<file path="config.mk">
export PLATFORM = sky130hd
export DESIGN_NAME = adc_capture_ctrl
export DESIGN_NICKNAME = d
export VERILOG_FILES = /design/src/rtl/adc_capture_pkg.sv /design/src/rtl/adc_capture_ctrl_avg.sv /design/src/rtl/adc_capture_ctrl.sv
export SDC_FILE = /design/constraint.sdc
export NUM_CORES = 1
export LEC_CHECK = 0
export BUFFER_PORTS_ARGS = -buffer_cell sky130_fd_sc_hd__buf_2
export CAP_MARGIN = 30
export CORE_MARGIN = 8
export CORE_UTILIZATION = 50
export CTS_CLUSTER_SIZE = 14
export DETAILED_ROUTE_END_ITERATION = 8
export PLACE_DENSITY = 0.72
export SLEW_MARGIN = 20
export SYNTH_ARGS = -nofsm -noshare
export SYNTH_HDL_FRONTEND = slang
export SYNTH_SLANG_ARGS = --single-unit
</file>
<file path="constraint.sdc">
create_clock -name iCLK -period 3.2 [get_ports iCLK]
set_clock_uncertainty 0.1 [all_clocks]
set_input_delay 0.64 -clock iCLK [delete_from_list [all_inputs] [get_ports iCLK]]
set_output_delay 0.64 -clock iCLK [all_outputs]
set_load 0.01 [all_outputs]
</file>
<file path="src/rtl/adc_capture_pkg.sv">
// Shared widths, state encoding and accumulator sizing for the ADC capture controller.
package adc_capture_pkg;

    localparam int DATA_W_DEF   = 12;
    localparam int OUT_W_DEF    = 8;
    localparam int ADDR_W_DEF   = 5;
    localparam int AVG_LOG2_DEF = 2;

    // Sized to hold 2^AVG_LOG2 full-scale samples without overflow.
    function automatic int acc_width(input int data_w, input int avg_log2);
        return data_w + avg_log2;
    endfunction

    localparam int ACC_W = acc_width(DATA_W_DEF, AVG_LOG2_DEF);

    typedef enum logic [1:0] {
        ST_IDLE      = 2'd0,
        ST_CAPTURE   = 2'd1,
        ST_DONE      = 2'd2,
        ST_WAIT_TRIG = 2'd3
    } state_e;

endpackage

</file>
<file path="src/rtl/adc_capture_ctrl_avg.sv">
// Group averager: sums 2^AVG_LOG2 accepted samples, flags the last one and
// presents the truncated average combinationally alongside that flag.
module adc_avg_accum
    import adc_capture_pkg::*;
#(
    parameter int DATA_W   = DATA_W_DEF,
    parameter int OUT_W    = OUT_W_DEF,
    parameter int AVG_LOG2 = AVG_LOG2_DEF
) (
    input  logic              clk_i,
    input  logic              rst_i,
    input  logic              clear_i,
    input  logic              accept_i,
    input  logic [DATA_W-1:0] sample_i,
    output logic [OUT_W-1:0]  avg_o,
    output logic              avg_valid_o
);

    localparam int AW    = acc_width(DATA_W, AVG_LOG2);
    localparam int CNT_W = AVG_LOG2 + 1;
    localparam logic [CNT_W-1:0] GROUP_LAST = CNT_W'((1 << AVG_LOG2) - 1);

    logic [AW-1:0]    acc_q, acc_d, sum;
    logic [CNT_W-1:0] cnt_q, cnt_d;
    logic             last;

    assign sum  = acc_q + AW'(sample_i);
    assign last = (cnt_q == GROUP_LAST);

    // Top bits of (sum >> AVG_LOG2) taken directly; plain truncation.
    assign avg_o       = sum[AW-1 -: OUT_W];
    assign avg_valid_o = accept_i && last;

    always_comb begin
        acc_d = acc_q;
        cnt_d = cnt_q;
        if (clear_i) begin
            acc_d = '0;
            cnt_d = '0;
        end else if (accept_i) begin
            if (last) begin
                acc_d = '0;
                cnt_d = '0;
            end else begin
                acc_d = sum;
                cnt_d = cnt_q + CNT_W'(1);
            end
        end
    end

    always_ff @(posedge clk_i or posedge rst_i) begin
        if (rst_i) begin
            acc_q <= '0;
            cnt_q <= '0;
        end else begin
            acc_q <= acc_d;
            cnt_q <= cnt_d;
        end
    end

endmodule

</file>
<file path="src/rtl/adc_capture_ctrl.sv">
// ADC capture controller: averages sample groups and writes one byte per group to RAM.
// Define ADC_CAPTURE_TRIG_EN to add a rising-level trigger (iTRIG_LEVEL) after arm.
module adc_capture_ctrl
    import adc_capture_pkg::*;
#(
    parameter int DATA_W   = DATA_W_DEF,
    parameter int OUT_W    = OUT_W_DEF,
    parameter int ADDR_W   = ADDR_W_DEF,
    parameter int AVG_LOG2 = AVG_LOG2_DEF
) (
    input  logic              iCLK,
    input  logic              iRST,
    input  logic [DATA_W-1:0] iSAMPLE,
    input  logic              iSAMPLE_VALID,
    input  logic              iARM,
`ifdef ADC_CAPTURE_TRIG_EN
    input  logic [DATA_W-1:0] iTRIG_LEVEL,
`endif
    output logic [ADDR_W-1:0] oWR_ADDR,
    output logic [OUT_W-1:0]  oWR_DATA,
    output logic              oWREN,
    output logic              oBUSY,
    output logic              oDONE,
    output logic [ADDR_W:0]   oWORDS,
    output state_e            oDBG_STATE
);

    localparam logic [ADDR_W-1:0] ADDR_LAST = '1;

    state_e            state_q, state_d;
    logic [ADDR_W-1:0] addr_q, addr_d;
    logic [ADDR_W:0]   words_q, words_d;
    logic [OUT_W-1:0]  wr_data_q, wr_data_d, avg;
    logic              wren_q, wren_d, avg_valid;
    logic              accept, arm_clr, final_wr;

    assign final_wr = wren_q && (addr_q == ADDR_LAST);
    assign arm_clr  = iARM && ((state_q == ST_IDLE) || (state_q == ST_DONE));

`ifdef ADC_CAPTURE_TRIG_EN
    logic [DATA_W-1:0] prev_q, prev_d;
    logic              trig_hit;

    assign trig_hit = (prev_q < iTRIG_LEVEL) && (iSAMPLE >= iTRIG_LEVEL);
    assign accept   = iSAMPLE_VALID &&
                      (((state_q == ST_CAPTURE) && !final_wr) ||
                       ((state_q == ST_WAIT_TRIG) && trig_hit));
`else
    // Samples landing in the final write cycle belong to a group that is discarded.
    assign accept   = iSAMPLE_VALID && (state_q == ST_CAPTURE) && !final_wr;
`endif

    adc_avg_accum #(
        .DATA_W  (DATA_W),
        .OUT_W   (OUT_W),
        .AVG_LOG2(AVG_LOG2)
    ) u_avg (
        .clk_i      (iCLK),
        .rst_i      (iRST),
        .clear_i    (arm_clr),
        .accept_i   (accept),
        .sample_i   (iSAMPLE),
        .avg_o      (avg),
        .avg_valid_o(avg_valid)
    );

    assign wren_d    = avg_valid;
    assign wr_data_d = avg_valid ? avg : wr_data_q;

    always_comb begin
        state_d = state_q;
        addr_d  = addr_q;
        words_d = words_q;
`ifdef ADC_CAPTURE_TRIG_EN
        prev_d  = prev_q;
`endif
        case (state_q)
            ST_IDLE, ST_DONE: begin
                if (iARM) begin
                    addr_d  = '0;
                    words_d = '0;
`ifdef ADC_CAPTURE_TRIG_EN
                    prev_d  = '1;
                    state_d = ST_WAIT_TRIG;
`else
                    state_d = ST_CAPTURE;
`endif
                end
            end
            ST_CAPTURE: begin
                // Address/word count advance the cycle after each write strobe.
                if (wren_q) begin
                    addr_d  = addr_q + ADDR_W'(1);
                    words_d = words_q + (ADDR_W + 1)'(1);
                    if (final_wr) state_d = ST_DONE;
                end
            end
            ST_WAIT_TRIG: begin
`ifdef ADC_CAPTURE_TRIG_EN
                if (iSAMPLE_VALID) begin
                    if (trig_hit) state_d = ST_CAPTURE;
                    else          prev_d  = iSAMPLE;
                end
`else
                state_d = ST_IDLE;
`endif
            end
        endcase
    end

    always_ff @(posedge iCLK or posedge iRST) begin
        if (iRST) begin
            state_q   <= ST_IDLE;
            addr_q    <= '0;
            words_q   <= '0;
            wr_data_q <= '0;
            wren_q    <= 1'b0;
`ifdef ADC_CAPTURE_TRIG_EN
            prev_q    <= '1;
`endif
        end else begin
            state_q   <= state_d;
            addr_q    <= addr_d;
            words_q   <= words_d;
            wr_data_q <= wr_data_d;
            wren_q    <= wren_d;
`ifdef ADC_CAPTURE_TRIG_EN
            prev_q    <= prev_d;
`endif
        end
    end

    assign oWR_ADDR   = addr_q;
    assign oWR_DATA   = wr_data_q;
    assign oWREN      = wren_q;
    assign oWORDS     = words_q;
    assign oBUSY      = (state_q == ST_CAPTURE) || (state_q == ST_WAIT_TRIG);
    assign oDONE      = (state_q == ST_DONE);
    assign oDBG_STATE = state_q;

endmodule

</file>
==> implementation parameters <==
Parameter                              Value

Run status
  Status    finished clean

Cells and area
  Commonest non-fill, non-tap cells in the layout    39 x sky130_fd_sc_hd__buf_2, 39 x sky130_fd_sc_hd__dfrtp_1, 17 x sky130_fd_sc_hd__nand2_1
  Post-route insts no fill    around 320
  Number of filler instances in the final layout    397
  Number of diodes    0
  Nets@finish    around 300
  Synth-to-Final Area Change    13.79%
  Share of layout cells above drive strength 1    24.91%

Floorplan
  Row count    24
  Y dimension of the die    83.75 µm
  Number of placed I/O pins    40
  DIE WIDTH    about 84 µm
  Die area    7013 µm²
  Effective utilization at floorplan    52.34%
  Core region area    between 4000 and 5000 µm²

Critical path
  Cells along the critical path    ha_1, and3_1, ha_1, nand2_1, and3_1, and3_1, mux2_2
  Arrival time worst endpoint    2.60 ns
  Worst path buffer plus inverter count    0
  Maximum net fanout on the critical path    10
  Master of the slowest instance on the critical path    sky130_fd_sc_hd__and3_1
  Top Family by Delay on Critical Path    simple AND/OR/NAND/NOR gates
  Data required, critical path    3.28 ns
  R2R Path Start    oWR_ADDR[0]$_DFFE_PP0P_
  Largest stage delay, worst path    approximately 0.47 ns
  Most frequent CP cell    sky130_fd_sc_hd__and3_1
  Reg2Reg Setup Slack    roughly 0.67 ns
  CP Class    register to register
  Capturing element type of the critical path    register
  Path depth of the worst reg2reg path    7
  Capture instance of the worst register-to-register path    oWR_DATA[4]$_DFFE_PP0P_
  Element type at the critical path start    register

Placed design
  Pre-CTS setup slack    just under 0.4 ns
  Count of input and output buffers    39
  Half-perimeter wire length after detailed placement    3686 µm
  Placed insts    313
  Weighted congestion reported at the end of routability-driven placement    0.8606

Detailed routing
  Residual antenna-violating net count after detailed routing    0
  Remaining routing DRC violations    0
  Drt initial violations    just under 80
  Vias post-DR    1791
  Detail-routed net length per standard cell    15.33 µm
  Detailed-route vias per instance    between 5 and 6
  Drt total wl    just under 5000 µm
  Drt first pass iters    4

Clock network
  Clock transition at the register clock pins on the worst setup and hold paths after CTS    0.08 ns
  TritonCTS clock tree    built
  TritonCTS Sinks    39
  Total of hold buffers inserted after clock tree synthesis    0
  Worst-skew pair later-pin latency    approximately 0.29 ns
  Number of buffers on the longest clock path    2
  Root buffer selected by CTS    sky130_fd_sc_hd__clkbuf_8
  Resize count post-CTS    0
  Setup bufs post-CTS    0
  Number of H-tree levels    2
  Number of buffers inserted during clock tree synthesis    5

STA
  Summed negative setup slack over all endpoints    0 ns
  Final worst-path cycle share    approximately 79%
  Total of endpoints with negative setup slack in the final report    0
  PnR worst setup slack    slightly below 0.7 ns
  Unrepaired setup endpoints after global routing    false
  Total count of max-transition violations in the final report    0
  Final count of hold timing violations    0
  Maximum frequency from static timing analysis    between 0.3 and 0.4 GHz
  Post-route worst hold slack    ~0.35 ns
  Actual transition at the worst max-transition pin    between 0.5 and 0.6 ns
  Min Clock Period, post-route    about 2.5 ns
  Slew HR    roughly 60%

Synth
  Netlist area before placement    2295 µm²
  Syn Nets    roughly 260
  Yosys synthesis warning count    0
  Yosys top cell by area    sky130_fd_sc_hd__dfrtp_1
  Cell count after synthesis    around 230
  Sequential share of the synthesized area    roughly 43%
  Flip-flop and latch count after synthesis    39
  Library cells used by synthesis    between 40 and 50
  Portion of synthesized cell area occupied by the leading cell type    approximately 43%
  Top cells by area, synth    sky130_fd_sc_hd__dfrtp_1 43%, sky130_fd_sc_hd__ha_1 8.7%, sky130_fd_sc_hd__a22o_1 4.6%
  Post-synthesis area per instance    approximately 10 µm²

GRT
  Number of antenna violations at the first check in global routing    0
  Largest net degree at the start of global routing    40
  Number of global-route vias before repair    ~1.9k
  First-pass GRT wire length    8590 µm
  GR Overflow Total    0
  GRT Util Overall    14.66%

Power
  Standby leakage power    approximately 1.3 nW
  Max IR drop VDD    about 450 µV
  Pwr per Cell Area    875.5 nW/µm²

Hold path
  Hold/Removal Path Class    input port to asynchronous set/reset pin

Flow run
  Total of max-cap violations    0
[area by class of cell]
cell class / instances / area [µm²] / area share, %
clock inverter: 1 / 5.005 / 0.1917
timing repair buffer: 42 / 221.5 / 8.481
sequential: 39 / 975.9 / 37.37
inverter: 13 / 48.80 / 1.869
tap: 52 / 65.06 / 2.492
clock buffer: 7 / 76.32 / 2.923
multi-input combinational: 167 / 1219 / 46.67
[flip-flops by register name (all words and copies together) (netlist names)]
name / flops
oWREN: 1
u_avg.cnt_q: 3
u_avg.acc_q: 14
oWR_ADDR: 5
oWORDS: 6
oWR_DATA: 8
oDBG_STATE: 2
[worst register-to-register path, stage by stage, from the launching register on]
cell                      delay (ns)
sky130_fd_sc_hd__dfrtp_1        0.45
sky130_fd_sc_hd__ha_1           0.26
sky130_fd_sc_hd__and3_1         0.20
sky130_fd_sc_hd__ha_1           0.18
sky130_fd_sc_hd__nand2_1        0.13
sky130_fd_sc_hd__and3_1         0.24
sky130_fd_sc_hd__and3_1         0.47
sky130_fd_sc_hd__mux2_2         0.39
[cell families after synthesis]
family / Yosys count / synth area share, %
compound gates: 64 / 19.52
simple gates: 62 / 13.90
flops: 39 / 42.53
buf+inv: 23 / 4.362
fa+ha+maj: 17 / 9.596
xor+xnor: 15 / 5.725
mux: 9 / 4.362
[how the worst max path moves through the flow]
stage,from,to,slack [ns],cells after the start
6_report,oWR_ADDR[0]$_DFFE_PP0P_,oWR_DATA[4]$_DFFE_PP0P_,0.67,7
3_3_place_gp,iSAMPLE[0],oWR_DATA[4]$_DFFE_PP0P_,0.46,9
2_1_floorplan,iSAMPLE[0],oWR_DATA[4]$_DFFE_PP0P_,0.67,8
3_5_place_dp,iSAMPLE[0],oWR_DATA[4]$_DFFE_PP0P_,0.39,9
5_1_grt,iSAMPLE[0],oWR_DATA[4]$_DFFE_PP0P_,0.59,9
4_1_cts,oWR_ADDR[0]$_DFFE_PP0P_,oWR_DATA[1]$_DFFE_PP0P_,0.67,7
[Yosys cell counts]
cell type and number:
sky130_fd_sc_hd__a41oi_1 1, sky130_fd_sc_hd__mux2_2 8, sky130_fd_sc_hd__nand2_1 17, sky130_fd_sc_hd__or3_1 2, sky130_fd_sc_hd__clkbuf_1 1, sky130_fd_sc_hd__nand3_1 6, sky130_fd_sc_hd__nor2_2 1, sky130_fd_sc_hd__nor4_2 1
sky130_fd_sc_hd__o21ai_0 15, sky130_fd_sc_hd__a21o_1 6, sky130_fd_sc_hd__inv_1 13, sky130_fd_sc_hd__a211oi_1 1, sky130_fd_sc_hd__o211ai_1 2, sky130_fd_sc_hd__nand2b_1 4, sky130_fd_sc_hd__o2bb2ai_1 1, sky130_fd_sc_hd__a31oi_1 1
sky130_fd_sc_hd__a221oi_2 1, sky130_fd_sc_hd__and3_1 5, sky130_fd_sc_hd__clkbuf_2 2, sky130_fd_sc_hd__a31o_2 2, sky130_fd_sc_hd__buf_2 6, sky130_fd_sc_hd__xor2_1 9, sky130_fd_sc_hd__ha_1 16, sky130_fd_sc_hd__a211o_1 1
sky130_fd_sc_hd__nand4_1 6, sky130_fd_sc_hd__o31a_1 1, sky130_fd_sc_hd__a32oi_1 1, sky130_fd_sc_hd__and2_0 1, sky130_fd_sc_hd__xnor2_1 6, sky130_fd_sc_hd__a2111oi_0 1, sky130_fd_sc_hd__a21oi_2 2, sky130_fd_sc_hd__fa_1 1
sky130_fd_sc_hd__nor2_1 14, sky130_fd_sc_hd__nor2b_1 2, sky130_fd_sc_hd__a21oi_1 14, sky130_fd_sc_hd__nor3_2 1, sky130_fd_sc_hd__a21o_2 1, sky130_fd_sc_hd__dfrtp_1 39, sky130_fd_sc_hd__mux2i_1 1, sky130_fd_sc_hd__and2b_4 1
sky130_fd_sc_hd__buf_4 1, sky130_fd_sc_hd__a211oi_2 1, sky130_fd_sc_hd__a22o_1 12, sky130_fd_sc_hd__nand4b_1 1
[power by group]
part	switching (W)	internal, W
clock	0.000172	0.000153
combinational	0.000629	0.000528
sequential	0.000129	0.000676
total	0.000929	0.00136
[per-layer routing]
metal / vias to the layer above / wire length [µm] / track usage, %
met2: 28 / 2207 / 23.58
li1: 903 / - / -
met1: 855 / 2445 / 17.85
met4: 0 / 63 / 5.651
met3: 5 / 206 / 4.395
met5: - / 0 / 0
[stage by stage]
step	utilization (%)	area [µm²]	total power, W
after floorplan	-	2295	0.001676
after global placement	57.45	2519	0.001944
after detailed placement	57.71	2530	0.001967
after CTS	59.56	2611	0.002303
after global routing	59.56	2611	0.002479
final	59.56	2611	0.002286
(Power assumes the default switching activity.)
